`config.mk`:
```
export PLATFORM = sky130hd
export DESIGN_NAME = condicionador_entradas
export DESIGN_NICKNAME = d
export VERILOG_FILES = /design/src/rtl/jogo_pkg.sv /design/src/rtl/debouncer.sv /design/src/rtl/condicionador_entradas.sv
export SDC_FILE = /design/constraint.sdc
export NUM_CORES = 1
export LEC_CHECK = 0
export CAP_MARGIN = 40
export CORE_UTILIZATION = 47
export DETAILED_ROUTE_END_ITERATION = 10
export PLACE_DENSITY = 0.67
export SLEW_MARGIN = 20
export SYNTH_ARGS = -nofsm -noshare
export SYNTH_HDL_FRONTEND = slang
export SYNTH_SLANG_ARGS = --single-unit
```
`constraint.sdc`:
```
create_clock -name clock -period 2.09 [get_ports clock]
set_clock_uncertainty 0.1 [all_clocks]
set_input_delay 0.418 -clock clock [delete_from_list [all_inputs] [get_ports clock]]
set_output_delay 0.418 -clock clock [all_outputs]
set_load 0.1 [all_outputs]
```
`src/rtl/jogo_pkg.sv`:
```
// Shared definitions for the memory-game input path: key FSM state codes
// (also decoded by the hexa7seg debug display) and a one-hot helper.
package jogo_pkg;

  typedef enum logic [1:0] {
    ESPERA   = 2'd0,
    REGISTRA = 2'd1,
    SOLTA    = 2'd2,
    INVALIDA = 2'd3
  } estado_t;

  localparam int LARGURA_CHAVES = 4;

  // True when exactly one bit of the key vector is set.
  function automatic logic eh_one_hot(input logic [LARGURA_CHAVES-1:0] v);
    return (v != 4'b0000) && ((v & (v - 4'b0001)) == 4'b0000);
  endfunction

endpackage

```
`src/rtl/debouncer.sv`:
```
// Two-flop synchronizer followed by a vector debouncer: the whole vector must
// stay unchanged for DEBOUNCE_CICLOS synchronized cycles before it is accepted.
// Any bit change restarts the count for the entire vector.
module debouncer #(
  parameter int WIDTH           = 1,
  parameter int DEBOUNCE_CICLOS = 4
) (
  input  logic             clock,
  input  logic             reset,
  input  logic [WIDTH-1:0] entrada,
  output logic [WIDTH-1:0] estavel
);

  localparam int CW = (DEBOUNCE_CICLOS > 2) ? $clog2(DEBOUNCE_CICLOS) : 1;
  localparam logic [CW-1:0] K_MAX = CW'(DEBOUNCE_CICLOS - 1);
  localparam logic [CW-1:0] K_UM  = CW'(1);

  logic [WIDTH-1:0] sync1_r;
  logic [WIDTH-1:0] sync2_r;
  logic [WIDTH-1:0] cand_r;
  logic [WIDTH-1:0] estavel_r;
  logic [CW-1:0]    cont_r;

  // Bring the asynchronous raw inputs into the clock domain.
  always_ff @(posedge clock or posedge reset) begin
    if (reset) begin
      sync1_r <= {WIDTH{1'b0}};
      sync2_r <= {WIDTH{1'b0}};
    end else begin
      sync1_r <= entrada;
      sync2_r <= sync1_r;
    end
  end

  // Track the candidate value and count how long it has stayed unchanged;
  // the counter saturates at N-1 so a long hold never wraps.
  always_ff @(posedge clock or posedge reset) begin
    if (reset) begin
      cand_r    <= {WIDTH{1'b0}};
      cont_r    <= {CW{1'b0}};
      estavel_r <= {WIDTH{1'b0}};
    end else if (sync2_r != cand_r) begin
      cand_r <= sync2_r;
      cont_r <= {CW{1'b0}};
    end else if (cont_r == K_MAX) begin
      estavel_r <= cand_r;
    end else begin
      cont_r <= cont_r + K_UM;
    end
  end

  assign estavel = estavel_r;

endmodule

```
`src/rtl/condicionador_entradas.sv`:
```
// Input conditioning for the memory game: debounced start button turned into
// a one-cycle pulse, and debounced switches fed to a key FSM that emits one
// play pulse per valid single-key press and rejects multi-key presses.
module condicionador_entradas
  import jogo_pkg::*;
#(
  parameter int DEBOUNCE_CICLOS = 4
) (
  input  logic       clock,
  input  logic       reset,
  input  logic       iniciar_raw,
  input  logic [3:0] chaves_raw,
  output logic       iniciar_pulso,
  output logic [3:0] chaves_estaveis,
  output logic       jogada_pulso,
  output logic [3:0] jogada_valor,
  output logic       db_invalida,
  output logic [3:0] db_estado
);

  logic       iniciar_est_s;
  logic [3:0] chaves_est_s;
  logic       iniciar_ant_r;
  logic       iniciar_pulso_r;

  estado_t    estado_r;
  estado_t    estado_s;
  logic       pulso_s;
  logic       pulso_r;
  logic [3:0] valor_s;
  logic [3:0] valor_r;
  logic       invalida_s;
  logic       invalida_r;

  debouncer #(
    .WIDTH          (1),
    .DEBOUNCE_CICLOS(DEBOUNCE_CICLOS)
  ) u_db_iniciar (
    .clock  (clock),
    .reset  (reset),
    .entrada(iniciar_raw),
    .estavel(iniciar_est_s)
  );

  debouncer #(
    .WIDTH          (4),
    .DEBOUNCE_CICLOS(DEBOUNCE_CICLOS)
  ) u_db_chaves (
    .clock  (clock),
    .reset  (reset),
    .entrada(chaves_raw),
    .estavel(chaves_est_s)
  );

  // Rising-edge detector on the debounced start button; falling edges ignored.
  always_ff @(posedge clock or posedge reset) begin
    if (reset) begin
      iniciar_ant_r   <= 1'b0;
      iniciar_pulso_r <= 1'b0;
    end else begin
      iniciar_ant_r   <= iniciar_est_s;
      iniciar_pulso_r <= iniciar_est_s & ~iniciar_ant_r;
    end
  end

  // Key FSM next-state logic; pulse, value and invalid flag are computed for
  // the state being entered so the registered copies line up with it.
  always_comb begin
    estado_s   = estado_r;
    pulso_s    = 1'b0;
    valor_s    = valor_r;
    invalida_s = 1'b0;
    case (estado_r)
      ESPERA: begin
        if (chaves_est_s == 4'b0000) begin
          estado_s = ESPERA;
        end else if (eh_one_hot(chaves_est_s)) begin
          estado_s = REGISTRA;
          pulso_s  = 1'b1;
          valor_s  = chaves_est_s;
        end else begin
          estado_s   = INVALIDA;
          invalida_s = 1'b1;
        end
      end
      REGISTRA: begin
        estado_s = SOLTA;
      end
      SOLTA: begin
        // A slide to another key without passing through zero is not a press.
        if (chaves_est_s == 4'b0000) begin
          estado_s = ESPERA;
        end else begin
          estado_s = SOLTA;
        end
      end
      INVALIDA: begin
        if (chaves_est_s == 4'b0000) begin
          estado_s = ESPERA;
        end else begin
          estado_s   = INVALIDA;
          invalida_s = 1'b1;
        end
      end
      default: begin
        estado_s = ESPERA;
      end
    endcase
  end

  // Key FSM state and registered outputs.
  always_ff @(posedge clock or posedge reset) begin
    if (reset) begin
      estado_r   <= ESPERA;
      pulso_r    <= 1'b0;
      valor_r    <= 4'b0000;
      invalida_r <= 1'b0;
    end else begin
      estado_r   <= estado_s;
      pulso_r    <= pulso_s;
      valor_r    <= valor_s;
      invalida_r <= invalida_s;
    end
  end

  assign iniciar_pulso   = iniciar_pulso_r;
  assign chaves_estaveis = chaves_est_s;
  assign jogada_pulso    = pulso_r;
  assign jogada_valor    = valor_r;
  assign db_invalida     = invalida_r;
  assign db_estado       = {2'b00, estado_r};

endmodule

```
==> results.md, run 1 <==
* Number of global-route vias before repair at 866
* Status: complete, but fails checks
* Hold-critical path endpoint: u_db_chaves.sync2_r[3]$_DFF_PP0_
* Top cell family by delay on the critical path: flip-flops
* Cell Chain, Critical Path: buf_12
* CP startpoint kind: flip-flop
* Dpl cells at 166
* Failing checks: design-rule violations
* P&R area growth vs syn at 18.8%
* Resized Gates After CTS at 0
* Antenna Cells at 0
* Row cnt at 19
* Share of the synthesized area in the top cell type at 59.2%
* Mapped cell area at 0.00144 mm2
* Sequential share of the synthesized area at around 59%
* Clock latency on the worst-skew pair at 330 ps
* Hold buffer count at CTS at 0
* Final TNS setup at 0 ps
* Clock sinks at 34
* Static leakage at around 0.82 nW
* Post-synthesis instance total at 126
* Vias at approximately 920
* Initial cell density of the core at 50.8%
* GRT met2 Usage at 27.1%
* Final min period at roughly 1800 ps
* Dpl hpwl at roughly 1.5 mm
* Detailed router's first-iteration violation count at 35
* R2R Setup Slk at 460 ps
* Yosys warnings at 0
* Flops & latches, synth at 34
* Post-route ant nets at 0
* Ys async rst share at 100%
* Final WL at 2.09 mm
* Busiest grt layer: met2
* Top cells by area, synth: dfrtp_1, mux2_4, ha_1
* Worst R2R Path Depth at 4
* Worst hold path type: reg -> reg
* Max Slew Vio Count at 0
* First-pass DRT Iterations at 8
* RSZ-0062 raised after global routing: false
* Most instantiated cells after synthesis: dfrtp_1, nor2_1, nand2_1, o21ai_1
* Postcts setup bufs at 0
* Crit path buffers/inverters at 1
* WP data required at 1570 ps
* Largest net degree at the start of global routing at 35
* Tcrit/Tclk final at 85.0%
* Most frequent cell after synthesis: dfrtp_1
* Die W at 57.3 um
* Element type at the critical path end: output port
* Clock Tree Buf Depth at 2
* Peak Freq at 563 MHz
* VDD IR max at 536 uV
* Max-cap violations at 0
* Kind of critical path: reg -> out
* Cell taking the most area after synthesis: dfrtp_1
* Slew headroom at between 60 and 70%
* Core area at between 0.002 and 0.003 mm2
* Cells on Worst Hold Path at 0
* Crit-path max FO at 17
* IO Pins at 22
* Root Driver: clkbuf_4
* Setup crit start: u_db_chaves.estavel[1]$_DFFE_PP0P_
* Drt drc at 12
* TritonCTS clock tree: done
* Layout Nets at approximately 150
* Final hold slack at approximately 260 ps
* FF-to-FF End: u_db_chaves.estavel[0]$_DFFE_PP0P_
* Grt ovf at 0
* Met3 Track Usage GR at under 10%
* TritonCTS buffer count at 5
* CP max stage delay at a little under 700 ps
* Vias per cell at approximately 5.3
* Die Footprint at 0.00328 mm2
* H-tree depth at 2
* First-pass GRT wire length at 3.71 mm
* IO buf count at 19
* GP Congestion at 0.717
* DR WL/cell at around 12 um
* Post-route non-filler standard cell count at 174
* FF-to-FF Start: u_db_chaves.cont_r[0]$_DFFE_PP0N_
* Yosys cell types at 29
* PD cells at 731 mW/mm2
* Final Hold Fails at 0
* Syn avg cell area at 11.4 um2
* Layout cells sized above 1 at 18.9%
* HP Start: u_db_chaves.sync1_r[3]$_DFF_PP0_
* CTS clock-pin slew for the worst setup and hold paths at around 100 ps
* Height of the die at between 50 and 60 um
* CP arrival at 1260 ps
* Final setup fails at 0
* CP max stage cell: dfrtp_1
* Gr usage total at 15.8%
* Grt met1 use at 16.2%
* Worst Max-Slew Pin Slew at around 530 ps
* Post-synth EDFFs at 0
* Top FF cell, synth: dfrtp_1
* Initial antenna violation count at 0
==> where the power goes <==
part	switching, mW	internal [mW]	leakage [nW]
Combinational	0.0980	0.0539	0.346
Sequential	0.0244	0.700	0.437
Clock	0.210	0.162	0.0343
Total	0.333	0.915	0.817
==> state kept, by name (all words and copies together) (netlist names), 2 cells and up <==
register	flops
jogada_valor	4
u_db_iniciar.cont_r	2
u_db_chaves.cand_r	4
u_db_chaves.estavel	4
u_db_chaves.sync2_r	4
estado_r	2
u_db_chaves.cont_r	2
u_db_chaves.sync1_r	4
==> cells by family (layout without fill, tap and decap cells) <==
family | after synthesis | after routing | synth area share, %
and+or+nand+nor | 36 | 36 | 11.8
DFF | 34 | 34 | 59.2
AOI/OAI and AO/OA | 20 | 20 | 7.75
buffers and inverters | 16 | 32 | 6.44
xor gates and xnor gates | 9 | 9 | 5.48
muxes | 6 | 6 | 5.57
adders and majority gates | 4 | 4 | 3.48
other | 1 | 2 | 0.261
==> placed cells by master, fill, tap and decap left out, types with 2 or more instances in the layout <==
cell / netlist / layout
nand3_1: 2 / 2
xor2_1: 4 / 4
nor2b_1: 2 / 2
xnor2_1: 5 / 5
nand2_1: 8 / 8
mux2_4: 4 / 4
or3_1: 2 / 2
nor3_1: 6 / 6
a21oi_1: 6 / 6
ha_1: 4 / 4
nand2b_1: 2 / 2
nand4_1: 2 / 2
mux2i_1: 2 / 2
clkdlybuf4s50_1: 0 / 6
clkbuf_4: 0 / 5
conb_1: 1 / 2
inv_1: 3 / 3
o21ai_1: 8 / 8
o21ai_0: 3 / 3
nor2_1: 10 / 10
buf_4: 2 / 9
dfrtp_1: 34 / 34
buf_12: 0 / 5
==> through the flow <==
step                cell area, um2  power [mW]  util (%)  worst slack, ps
finish                        1710        1.25      60.4              314
global route                  1710        1.31      60.4              231
CTS                           1710        1.27      60.4              283
detailed placement            1640       0.892      58.1              466
global placement              1640       0.884      58.1              505
floorplan                     1440       0.858         -             77.4
==> layout make-up <==
type	instances	area, um2
sequential	34	851
inverter	4	28.8
clock buffer	6	51.3
multi-input combinational	77	498
clock inverter	2	12.5
fill	252	1120
timing repair buffer	20	228
tap	31	38.8
==> metal layers <==
layer	vias to the layer above	share of wire, %
li1	451	-
met1	435	42
met2	26	50
met3	6	6.0
met4	0	2.2
met5	-	0
==> how the worst max path moves through the flow <==
stage	slack (ps)	depth (start not counted)	to
global route	230	1	chaves_estaveis[1]
CTS	280	1	chaves_estaveis[0]
detailed placement	470	4	u_db_chaves.estavel[0]$_DFFE_PP0P_
global placement	500	6	jogada_valor[3]$_DFFE_PP0P_
finish	310	1	chaves_estaveis[1]
floorplan	80	5	jogada_valor[3]$_DFFE_PP0P_
(Power assumes the default switching activity.)
==> run 2: changes to the inputs <==
--- a/config.mk
+++ b/config.mk
@@ -8,7 +8,7 @@
 export CAP_MARGIN = 40
 export CORE_UTILIZATION = 47
 export DETAILED_ROUTE_END_ITERATION = 10
-export PLACE_DENSITY = 0.67
+export PLACE_DENSITY = 0.7
 export SLEW_MARGIN = 20
 export SYNTH_ARGS = -nofsm -noshare
 export SYNTH_HDL_FRONTEND = slang
==> constraint.sdc (replaced) <==
create_clock -name clock -period 1.6 [get_ports clock]
set_clock_uncertainty 0.1 [all_clocks]
set_input_delay 0.32 -clock clock [delete_from_list [all_inputs] [get_ports clock]]
set_output_delay 0.32 -clock clock [all_outputs]
set_load 0.1 [all_outputs]
==> run 2 against run 1 <==
The run still ends with design-rule violations left. Cell area rose by 11%. Wire length rose by 4.8%. Combinational power rose by 47%. Via count rose by 1.1%. Clock-buffer cell count did not move. Die area did not move. Power rose by 43%. Non-clock buffer count rose by 3. First-iteration DRC count fell by 11%. Register-to-register slack got worse by 370 ps. Global-route usage fell by 0.26 points. Critical path type unchanged. Critical endpoint unchanged. Largest cell class unchanged.
==> results.md, run 2 (synthesized netlist as in run 1, its figures left out) <==
* Number of global-route vias before repair at a little over 900
* Crit path buffers/inverters at 1
* IO Pins at 22
* Worst hold path type: in -> async
* Final Hold Fails at 0
* IO buf count at 19
* P&R area growth vs syn at 32.1%
* Final setup margin at between 70 and 80 ps
* Max Slew Vio Count at 0
* Dpl cells at 169
* Static leakage at 0.854 nW
* First-pass DRT Iterations at 7
* Clock Tree Buf Depth at 2
* CP max stage cell: dfrtp_2
* Setup slack at placement at 48.0 ps
* Clock latency on the worst-skew pair at around 330 ps
* CP arrival at 1110 ps
* Element type at the critical path end: output port
* Status: complete, but fails checks
* WP data required at ~1200 ps
* DR WL/cell at 12.4 um
* Failing checks: design-rule violations
* RSZ-0062 raised after global routing: false
* Utilization after layout at 67.1%
* Commonest non-fill, non-tap cells in the layout: dfrtp_1, buf_12, nor2_1
* Max-cap violations at 0
* Peak Freq at 654 MHz
* Number of cells on the critical path at 1
* Dpl hpwl at around 1.6 mm
* Clock sinks at 34
* Die W at 57.3 um
* Gr usage total at 15.5%
* Drt drc at 4
* TritonCTS clock tree: done
* Largest net degree at the start of global routing at 35
* Post-route non-filler standard cell count at 177
* Initial cell density of the core at between 50% and 60%
* CTS clock-pin slew for the worst setup and hold paths at 110 ps
* Grt ovf at 0
* Postcts setup bufs at 0
* Layout Nets at 156
* Root Driver: clkbuf_4
* Tcrit/Tclk final at between 90 and 100%
* Resized Gates After CTS at 0
* Antenna Cells at 0
* TritonCTS buffer count at 5
* H-tree depth at 2
* Core area at 0.00283 mm2
* Die Footprint at 0.00328 mm2
* Post-route ant nets at 0
* VDD IR max at 892 uV
* Most common cell after layout, fill and taps aside: dfrtp_1
* Cell Chain, Critical Path: buf_12
* Height of the die at between 50 and 60 um
* Detailed router's first-iteration violation count at 31
* Row cnt at 19
* Crit-path max FO at 17
* GP Congestion at 0.702
* Layout cells sized above 1 at 27.4%
* Vias per cell at roughly 5.2
* Final WL at 2.19 mm
* Vias at 928
* Final TNS setup at 0 ps
* PD cells at 936 mW/mm2
* CP max stage delay at 570 ps
* First-pass GRT wire length at 3.77 mm
* Final setup fails at 0
* Final hold slack at 230 ps
* CP startpoint kind: flip-flop
* Worst R2R Path Depth at 4
* Final min period at roughly 1500 ps
* Top cell family by delay on the critical path: flip-flops
* Hold buffer count at CTS at 0
* Kind of critical path: reg -> out
* Initial antenna violation count at 0
run 2: worst paths after layout:
kind / slack, ps / startpoint / end
setup / recovery: 70 / u_db_chaves.estavel[1]$_DFFE_PP0P_ / chaves_estaveis[1]
hold / removal: 230 / reset / iniciar_pulso$_DFF_PP0_
setup reg to reg: 90 / u_db_chaves.cand_r[2]$_DFFE_PP0P_ / u_db_chaves.estavel[1]$_DFFE_PP0P_
hold reg to reg: 250 / u_db_chaves.sync1_r[2]$_DFF_PP0_ / u_db_chaves.sync2_r[2]$_DFF_PP0_
max in group asynchronous: 970 / reset / u_db_chaves.estavel[2]$_DFFE_PP0P_
min in group clock: 250 / u_db_chaves.sync1_r[2]$_DFF_PP0_ / u_db_chaves.sync2_r[2]$_DFF_PP0_
run 2: layout make-up:
class	count	area, um2
inverter	4	28.8
clock inverter	2	37.5
timing repair buffer	23	363
fill	219	930
clock buffer	6	41.3
tap	31	38.8
sequential	34	866
multi-input combinational	77	524
run 2: where the power goes:
group / internal (mW) / total [mW] / switching, mW
clock: 0.330 / 0.606 / 0.276
combinational: 0.0917 / 0.223 / 0.131
sequential: 0.914 / 0.949 / 0.0356
run 2: routing by layer:
metal,global-route usage [%],share of wire [%]
met5,0,0
met4,8.71,2.7
met2,26.4,50
met3,4.54,4.7
met1,17.5,43
run 2: through the flow:
stage / area (um2) / total power, mW
after detailed placement: 1810 / 1.20
after floorplan: 1470 / 1.12
after global placement: 1810 / 1.18
after global routing: 1900 / 1.86
after CTS: 1890 / 1.80
final: 1900 / 1.78
==> run 3: changes to the inputs <==
--- a/config.mk
+++ b/config.mk
@@ -9,7 +9,6 @@
 export CORE_UTILIZATION = 47
 export DETAILED_ROUTE_END_ITERATION = 10
 export PLACE_DENSITY = 0.7
-export SLEW_MARGIN = 20
 export SYNTH_ARGS = -nofsm -noshare
 export SYNTH_HDL_FRONTEND = slang
 export SYNTH_SLANG_ARGS = --single-unit
==> results of run 3 <==
The final DEF is identical to that of run 2; final timing and power are the same.
